`src/rtl/cmp_seq_pkg.sv`:
```
// Shared types and result codes for the sequential magnitude comparator.
package cmp_seq_pkg;

   typedef enum logic [1:0] {
      IDLE = 2'd0,
      RUN  = 2'd1,
      DONE = 2'd2
   } state_t;

   localparam logic [1:0] RES_NONE = 2'd0;
   localparam logic [1:0] RES_GT   = 2'd1;
   localparam logic [1:0] RES_LT   = 2'd2;
   localparam logic [1:0] RES_EQ   = 2'd3;

   // Encode the slice flags as a result code; an equal pair maps to RES_EQ.
   function automatic logic [1:0] slice_res(input logic gt, input logic lt);
      logic [1:0] code;
      if (gt) begin
         code = RES_GT;
      end else if (lt) begin
         code = RES_LT;
      end else begin
         code = RES_EQ;
      end
      return code;
   endfunction

endpackage

```
`src/rtl/cmp2_slice.sv`:
```
// Purely combinational 2-bit unsigned magnitude compare slice.
module cmp2_slice
   import cmp_seq_pkg::*;
(
   input  logic [1:0] x,
   input  logic [1:0] y,
   output logic       gt,
   output logic       lt,
   output logic       eq
);

   assign gt = (x > y);
   assign lt = (x < y);
   assign eq = (x == y);

endmodule

```
`src/rtl/comparator_seq_ctrl.sv`:
```
// Multi-cycle WIDTH-bit magnitude comparator scanning 2-bit pairs MSB first.
// Build option: CMP_SEQ_EARLY_EXIT_EN stops at the first unequal pair.
module comparator_seq_ctrl
   import cmp_seq_pkg::*;
#(
   parameter int WIDTH = 8
) (
   input  logic                               clk,
   input  logic                               rst_n,
   input  logic                               start,
   input  logic [WIDTH-1:0]                   a,
   input  logic [WIDTH-1:0]                   b,
   output logic                               busy,
   output logic                               done,
   output logic                               gt,
   output logic                               lt,
   output logic                               eq,
   output logic [$clog2(WIDTH/2):0]           cycles
);

   localparam int STEPS = WIDTH / 2;
   localparam int CW    = $clog2(STEPS) + 1;
   localparam int IW    = (STEPS > 1) ? $clog2(STEPS) : 1;

   localparam logic [IW-1:0] IDX_LAST = IW'(STEPS - 1);
   localparam logic [IW-1:0] IDX_ZERO = {IW{1'b0}};
   localparam logic [IW-1:0] IDX_ONE  = {{(IW-1){1'b0}}, 1'b1};
   localparam logic [CW-1:0] CYC_ZERO = {CW{1'b0}};
   localparam logic [CW-1:0] CYC_ONE  = {{(CW-1){1'b0}}, 1'b1};

   state_t           state_r, state_nxt_s;
   logic [WIDTH-1:0] a_r, a_nxt_s;
   logic [WIDTH-1:0] b_r, b_nxt_s;
   logic [IW-1:0]    idx_r, idx_nxt_s;
   logic [1:0]       res_r, res_nxt_s;
   logic [CW-1:0]    cycles_r, cycles_nxt_s;
   logic             busy_r, done_r, gt_r, lt_r, eq_r;
   logic [1:0]       pair_a_s, pair_b_s;
   logic             pair_gt_s, pair_lt_s, pair_eq_s;
`ifndef CMP_SEQ_EARLY_EXIT_EN
   logic             decided_r, decided_nxt_s;
`endif

   assign pair_a_s = a_r[{idx_r, 1'b0} +: 2];
   assign pair_b_s = b_r[{idx_r, 1'b0} +: 2];

   cmp2_slice u_slice (
      .x  (pair_a_s),
      .y  (pair_b_s),
      .gt (pair_gt_s),
      .lt (pair_lt_s),
      .eq (pair_eq_s)
   );

   // Next-state, operand, index and result selection for the scan FSM.
   always_comb begin
      state_nxt_s  = state_r;
      a_nxt_s      = a_r;
      b_nxt_s      = b_r;
      idx_nxt_s    = idx_r;
      res_nxt_s    = res_r;
      cycles_nxt_s = cycles_r;
`ifndef CMP_SEQ_EARLY_EXIT_EN
      decided_nxt_s = decided_r;
`endif
      case (state_r)
         IDLE: begin
            if (start) begin
               a_nxt_s      = a;
               b_nxt_s      = b;
               idx_nxt_s    = IDX_LAST;
               res_nxt_s    = RES_NONE;
               cycles_nxt_s = CYC_ZERO;
`ifndef CMP_SEQ_EARLY_EXIT_EN
               decided_nxt_s = 1'b0;
`endif
               state_nxt_s  = RUN;
            end else begin
               state_nxt_s  = IDLE;
            end
         end
         RUN: begin
            cycles_nxt_s = cycles_r + CYC_ONE;
`ifdef CMP_SEQ_EARLY_EXIT_EN
            if (!pair_eq_s) begin
               res_nxt_s   = slice_res(pair_gt_s, pair_lt_s);
               state_nxt_s = DONE;
            end else if (idx_r == IDX_ZERO) begin
               res_nxt_s   = RES_EQ;
               state_nxt_s = DONE;
            end else begin
               idx_nxt_s   = idx_r - IDX_ONE;
               state_nxt_s = RUN;
            end
`else
            // The first unequal pair wins; later pairs only advance the scan.
            if (!decided_r && !pair_eq_s) begin
               res_nxt_s     = slice_res(pair_gt_s, pair_lt_s);
               decided_nxt_s = 1'b1;
            end else if (!decided_r && (idx_r == IDX_ZERO)) begin
               res_nxt_s     = RES_EQ;
            end else begin
               res_nxt_s     = res_r;
            end
            if (idx_r == IDX_ZERO) begin
               state_nxt_s = DONE;
            end else begin
               idx_nxt_s   = idx_r - IDX_ONE;
               state_nxt_s = RUN;
            end
`endif
         end
         DONE: begin
            state_nxt_s = IDLE;
         end
         default: begin
            state_nxt_s = IDLE;
         end
      endcase
   end

   // State, datapath and registered output flags.
   always_ff @(posedge clk or negedge rst_n) begin
      if (!rst_n) begin
         state_r  <= IDLE;
         a_r      <= {WIDTH{1'b0}};
         b_r      <= {WIDTH{1'b0}};
         idx_r    <= IDX_ZERO;
         res_r    <= RES_NONE;
         cycles_r <= CYC_ZERO;
         busy_r   <= 1'b0;
         done_r   <= 1'b0;
         gt_r     <= 1'b0;
         lt_r     <= 1'b0;
         eq_r     <= 1'b0;
      end else begin
         state_r  <= state_nxt_s;
         a_r      <= a_nxt_s;
         b_r      <= b_nxt_s;
         idx_r    <= idx_nxt_s;
         res_r    <= res_nxt_s;
         cycles_r <= cycles_nxt_s;
         busy_r   <= (state_nxt_s != IDLE);
         done_r   <= (state_nxt_s == DONE);
         gt_r     <= (res_nxt_s == RES_GT);
         lt_r     <= (res_nxt_s == RES_LT);
         eq_r     <= (res_nxt_s == RES_EQ);
      end
   end

`ifndef CMP_SEQ_EARLY_EXIT_EN
   // Marks that an unequal pair has already fixed gt/lt for this compare.
   always_ff @(posedge clk or negedge rst_n) begin
      if (!rst_n) begin
         decided_r <= 1'b0;
      end else begin
         decided_r <= decided_nxt_s;
      end
   end
`endif

   assign busy   = busy_r;
   assign done   = done_r;
   assign gt     = gt_r;
   assign lt     = lt_r;
   assign eq     = eq_r;
   assign cycles = cycles_r;

endmodule

```
`config.mk`:
```
export PLATFORM = sky130hd
export DESIGN_NAME = comparator_seq_ctrl
export DESIGN_NICKNAME = d
export VERILOG_FILES = /design/src/rtl/cmp_seq_pkg.sv /design/src/rtl/cmp2_slice.sv /design/src/rtl/comparator_seq_ctrl.sv
export SDC_FILE = /design/constraint.sdc
export NUM_CORES = 1
export LEC_CHECK = 0
export CAP_MARGIN = 20
export CORE_ASPECT_RATIO = 1.5
export CORE_UTILIZATION = 51
export CTS_CLUSTER_SIZE = 16
export DETAILED_ROUTE_END_ITERATION = 8
export PLACE_DENSITY = 0.82
export RECOVER_POWER = 50
export REMOVE_ABC_BUFFERS = 1
export SKIP_CTS_REPAIR_TIMING = 1
export SYNTH_ARGS = -nofsm -noshare
export SYNTH_HDL_FRONTEND = slang
export SYNTH_SLANG_ARGS = --single-unit
```
`constraint.sdc`:
```
create_clock -name clk -period 2.85 [get_ports clk]
set_clock_uncertainty 0.15 [all_clocks]
set_input_delay 0.57 -clock clk [delete_from_list [all_inputs] [get_ports clk]]
set_output_delay 0.57 -clock clk [all_outputs]
set_load 0.005 [all_outputs]
```
==> reports/metrics.yaml <==
logic_synthesis:
  muxShareOfSynthArea_pct: 19.46
  yosys.area.top_type: "dfrtp_1"
  synth_top_family_by_area: "multiplexers"
  netlist_top_cells_area: "dfrtp_1, mux2_1, mux4_2, mux2_2, ha_1"
  synth_seq_cells: 31
  synth_top_area_share_pct: 53.87
  syn-cell-area_mm2: 0.001440
  syn_area_per_cell_um2: 13.46
  syn-instance-count: 107
  synthAdderAreaFrac_pct: 3.475
  yosys.area_share.simple_pct: 7.993
  synth_cell_types: 28
  synth_xor_xnor_area_share_pct: 0
  ys_warn_count: 0
  ys_seq_area_share_pct: 53.87
  synth-compound-area-share_pct: 11.47
drt:
  first_pass_iters: 2
  via_count: 945
  postRouteAntennaNets: 0
  routed_wl_mm: 2.644
  avgViaCountPerCell: 5.369
  wl_per_cell_um: 15.02
  drt_first_iter_violations: 15
  drc_errors: 0
placement:
  routabilityCongestion: 0.7824
  hpwl_mm: 2.016
  numPortBuffers: 26
clock_tree:
  numCtsBuffers: 5
  cts.sinks: 31
  worst_setup_hold_path_clk_slew_ns: 0.07
  clk_latency_ns: 0.28
  cts_buffer_depth: 2
  cts-htree-levels: 2
  tritoncts: "built"
  cts_root_buffer: "clkbuf_8"
worst_setup_path:
  cp.arrival_ns: 2.60
  path_buf_inv: 0
  cpLargestDelayFamily: "multiplexers"
  crit_slowest_cell: "mux4_2"
  crit_path_end_kind: "flop"
  crit_path_start_kind: "flop"
  critPathMaxStageDelay_ns: 0.55
  crit_required_ns: 2.87
  path_cells: "mux4_2, ha_1, nand2b_1, a21oi_1, o211ai_1, and3_1"
  crit_type: "flop to flop"
  cp_max_fo: 7
power_and_ir_drop:
  comb_power_share_pct: 46.1
  pwr-share-clk_pct: 15.1
  internal_power_w: 0.001344
  seqPwrFrac_pct: 38.8
  power.density_mw_per_mm2: 1186
  switching_power_w: 0.0007829
  ir_worst_vdd_v: 0.0007846
  p_leak_nw: 0.7810
  netSwitchingFraction_pct: 36.81
global_routing:
  grt_overflow: 0
  grt_pass1_vias: 1041
  grt.total_usage_pct: 22.23
  grt_start_max_net_pins: 32
  grt_pass1_wl_mm: 4.685
  antenna_found_initial: 0
sta:
  min_period_ns: 2.580
  final-setup-viol-count: 0
  worst_slew_pin_slew_ns: 1.611
  holdWs_ns: 0.3322
  setup-tns-final_ns: 0
  rsz0062_at_grt: "no"
  slew_violations: 32
  slew_headroom_pct: -7.418
  post-route-period-util_pct: 90.52
  fmax_mhz: 387.6
  hold_viol: 0
worst_hold_path:
  worstHoldPathType: "flop to flop"
finish:
  antenna_cells: 0
  drive_above_1_share_pct: 15.11
  fin_util_pct: 66.99
  layout.nets: 161
  syn2layout_area_growth_pct: 24.50
status:
  violations: "capacitance limit, slew limit"
  status: "finished with violations"
die:
  die_height_um: 67.08
  ios: 27
  dieArea_mm2: 0.003045
  rows: 23
  core-area_mm2: 0.002676
  start_util_pct: 53.81
  die_x_um: 45.39
run:
  drv_cap: 1
sequential cells by signal, summed over array words and instances (netlist names):
signal	count
a_r	8
b_r	8
cycles	3
idx_r	2
res_r	2
state_r	2
busy	1
decided_r	1
done	1
eq	1
gt	1
lt	1
placed cells by master, fill, tap and decap left out:
cell type / instances
a21oi_1: 5
o211ai_1: 1
mux2i_1: 1
mux2_2: 6
clkbuf_8: 5
and2_1: 2
mux2_1: 10
mux4_2: 4
nor2_1: 4
clkdlybuf4s50_1: 24
o21ai_1: 2
dlygate4sd3_1: 2
dfrtp_1: 31
o21ai_0: 4
o21bai_1: 1
a31oi_2: 1
nand2b_1: 3
nand2_1: 7
and3_1: 1
nand2b_4: 1
nor2b_1: 1
a22oi_1: 2
a22o_1: 2
clkinv_2: 1
a21boi_2: 1
nor3_1: 1
ha_1: 4
o41ai_4: 1
clkbuf_1: 3
nor2_4: 1
inv_1: 7
power groups by stage:
stage                     clock network, W  logic (W)  registers [W]
after floorplan                          0   0.000721       0.000777
after global placement                   0   0.000909       0.000819
after global routing              0.000352    0.00109       0.000854
final                             0.000322   0.000980       0.000825
after detailed placement                 0   0.000983       0.000839
after CTS                         0.000332   0.000989       0.000831
logic make-up (layout without fill, tap and decap cells):
| logic type | count (synthesis) | after routing |
|---|---|---|
| buffers and inverters | 10 | 42 |
| DFF | 31 | 31 |
| adders and majority gates | 4 | 4 |
| AOI/OAI and AO/OA | 20 | 20 |
| muxes | 21 | 21 |
| and+or+nand+nor | 21 | 21 |
synth_stat cells:
cell / count
mux2_2: 6
o41ai_4: 1
nand2b_1: 3
a31oi_2: 1
o21bai_4: 1
and3_1: 1
mux4_2: 4
and2_1: 2
a21boi_2: 1
o211ai_1: 1
mux2_1: 10
dfrtp_1: 31
nor2_4: 1
ha_1: 4
buf_6: 2
nor2b_1: 1
nor2_1: 4
a21oi_1: 5
nor3_1: 1
inv_1: 7
mux2i_1: 1
o21ai_1: 2
a22o_1: 2
buf_2: 1
o21ai_0: 4
nand2_1: 7
nand2b_4: 1
a22oi_1: 2
area by class of cell:
type | instances | area, µm²
clock buffer | 7 | 76.32
clock inverter | 1 | 5.005
fill | 234 | 883.3
inverter | 7 | 26.28
multi-input combinational | 66 | 599.3
sequential | 31 | 775.7
tap | 37 | 46.29
timing repair buffer | 27 | 264.0
layer usage:
metal / track usage [%] / part of all wire [%]
met4: 14.39 / 5.4
met2: 38.21 / 54
met1: 22.46 / 35
met5: 0 / 0
met3: 5.962 / 4.8
path summary, 6_finish.rpt:
| path | startpoint | endpoint | slack, ns | depth (start not counted) |
|---|---|---|---|---|
| worst max-delay path | idx_r[0] | gt | 0.27 | 6 |
| worst min-delay path | a_r[5] | a_r[5] | 0.33 | 1 |
| worst max register to register | idx_r[0] | gt | 0.27 | 6 |
| worst min register to register | a_r[5] | a_r[5] | 0.33 | 1 |
| max in group asynchronous | rst_n | a_r[2] | 0.53 | 2 |
| min in group asynchronous | rst_n | done | 1.08 | 2 |
per-stage QoR:
step | instances | total power (W) | worst slack (ns) | area (µm²)
floorplan | 104 | 0.001498 | 0.4934 | 1413
global placement | 168 | 0.001727 | 0.4199 | 1727
detailed placement | 168 | 0.001822 | 0.2779 | 1727
CTS | 176 | 0.002152 | 0.2738 | 1808
global route | 176 | 0.002296 | 0.1084 | 1793
finish | 176 | 0.002127 | 0.2703 | 1793
Note: power is estimated with default switching activity, not from simulation.
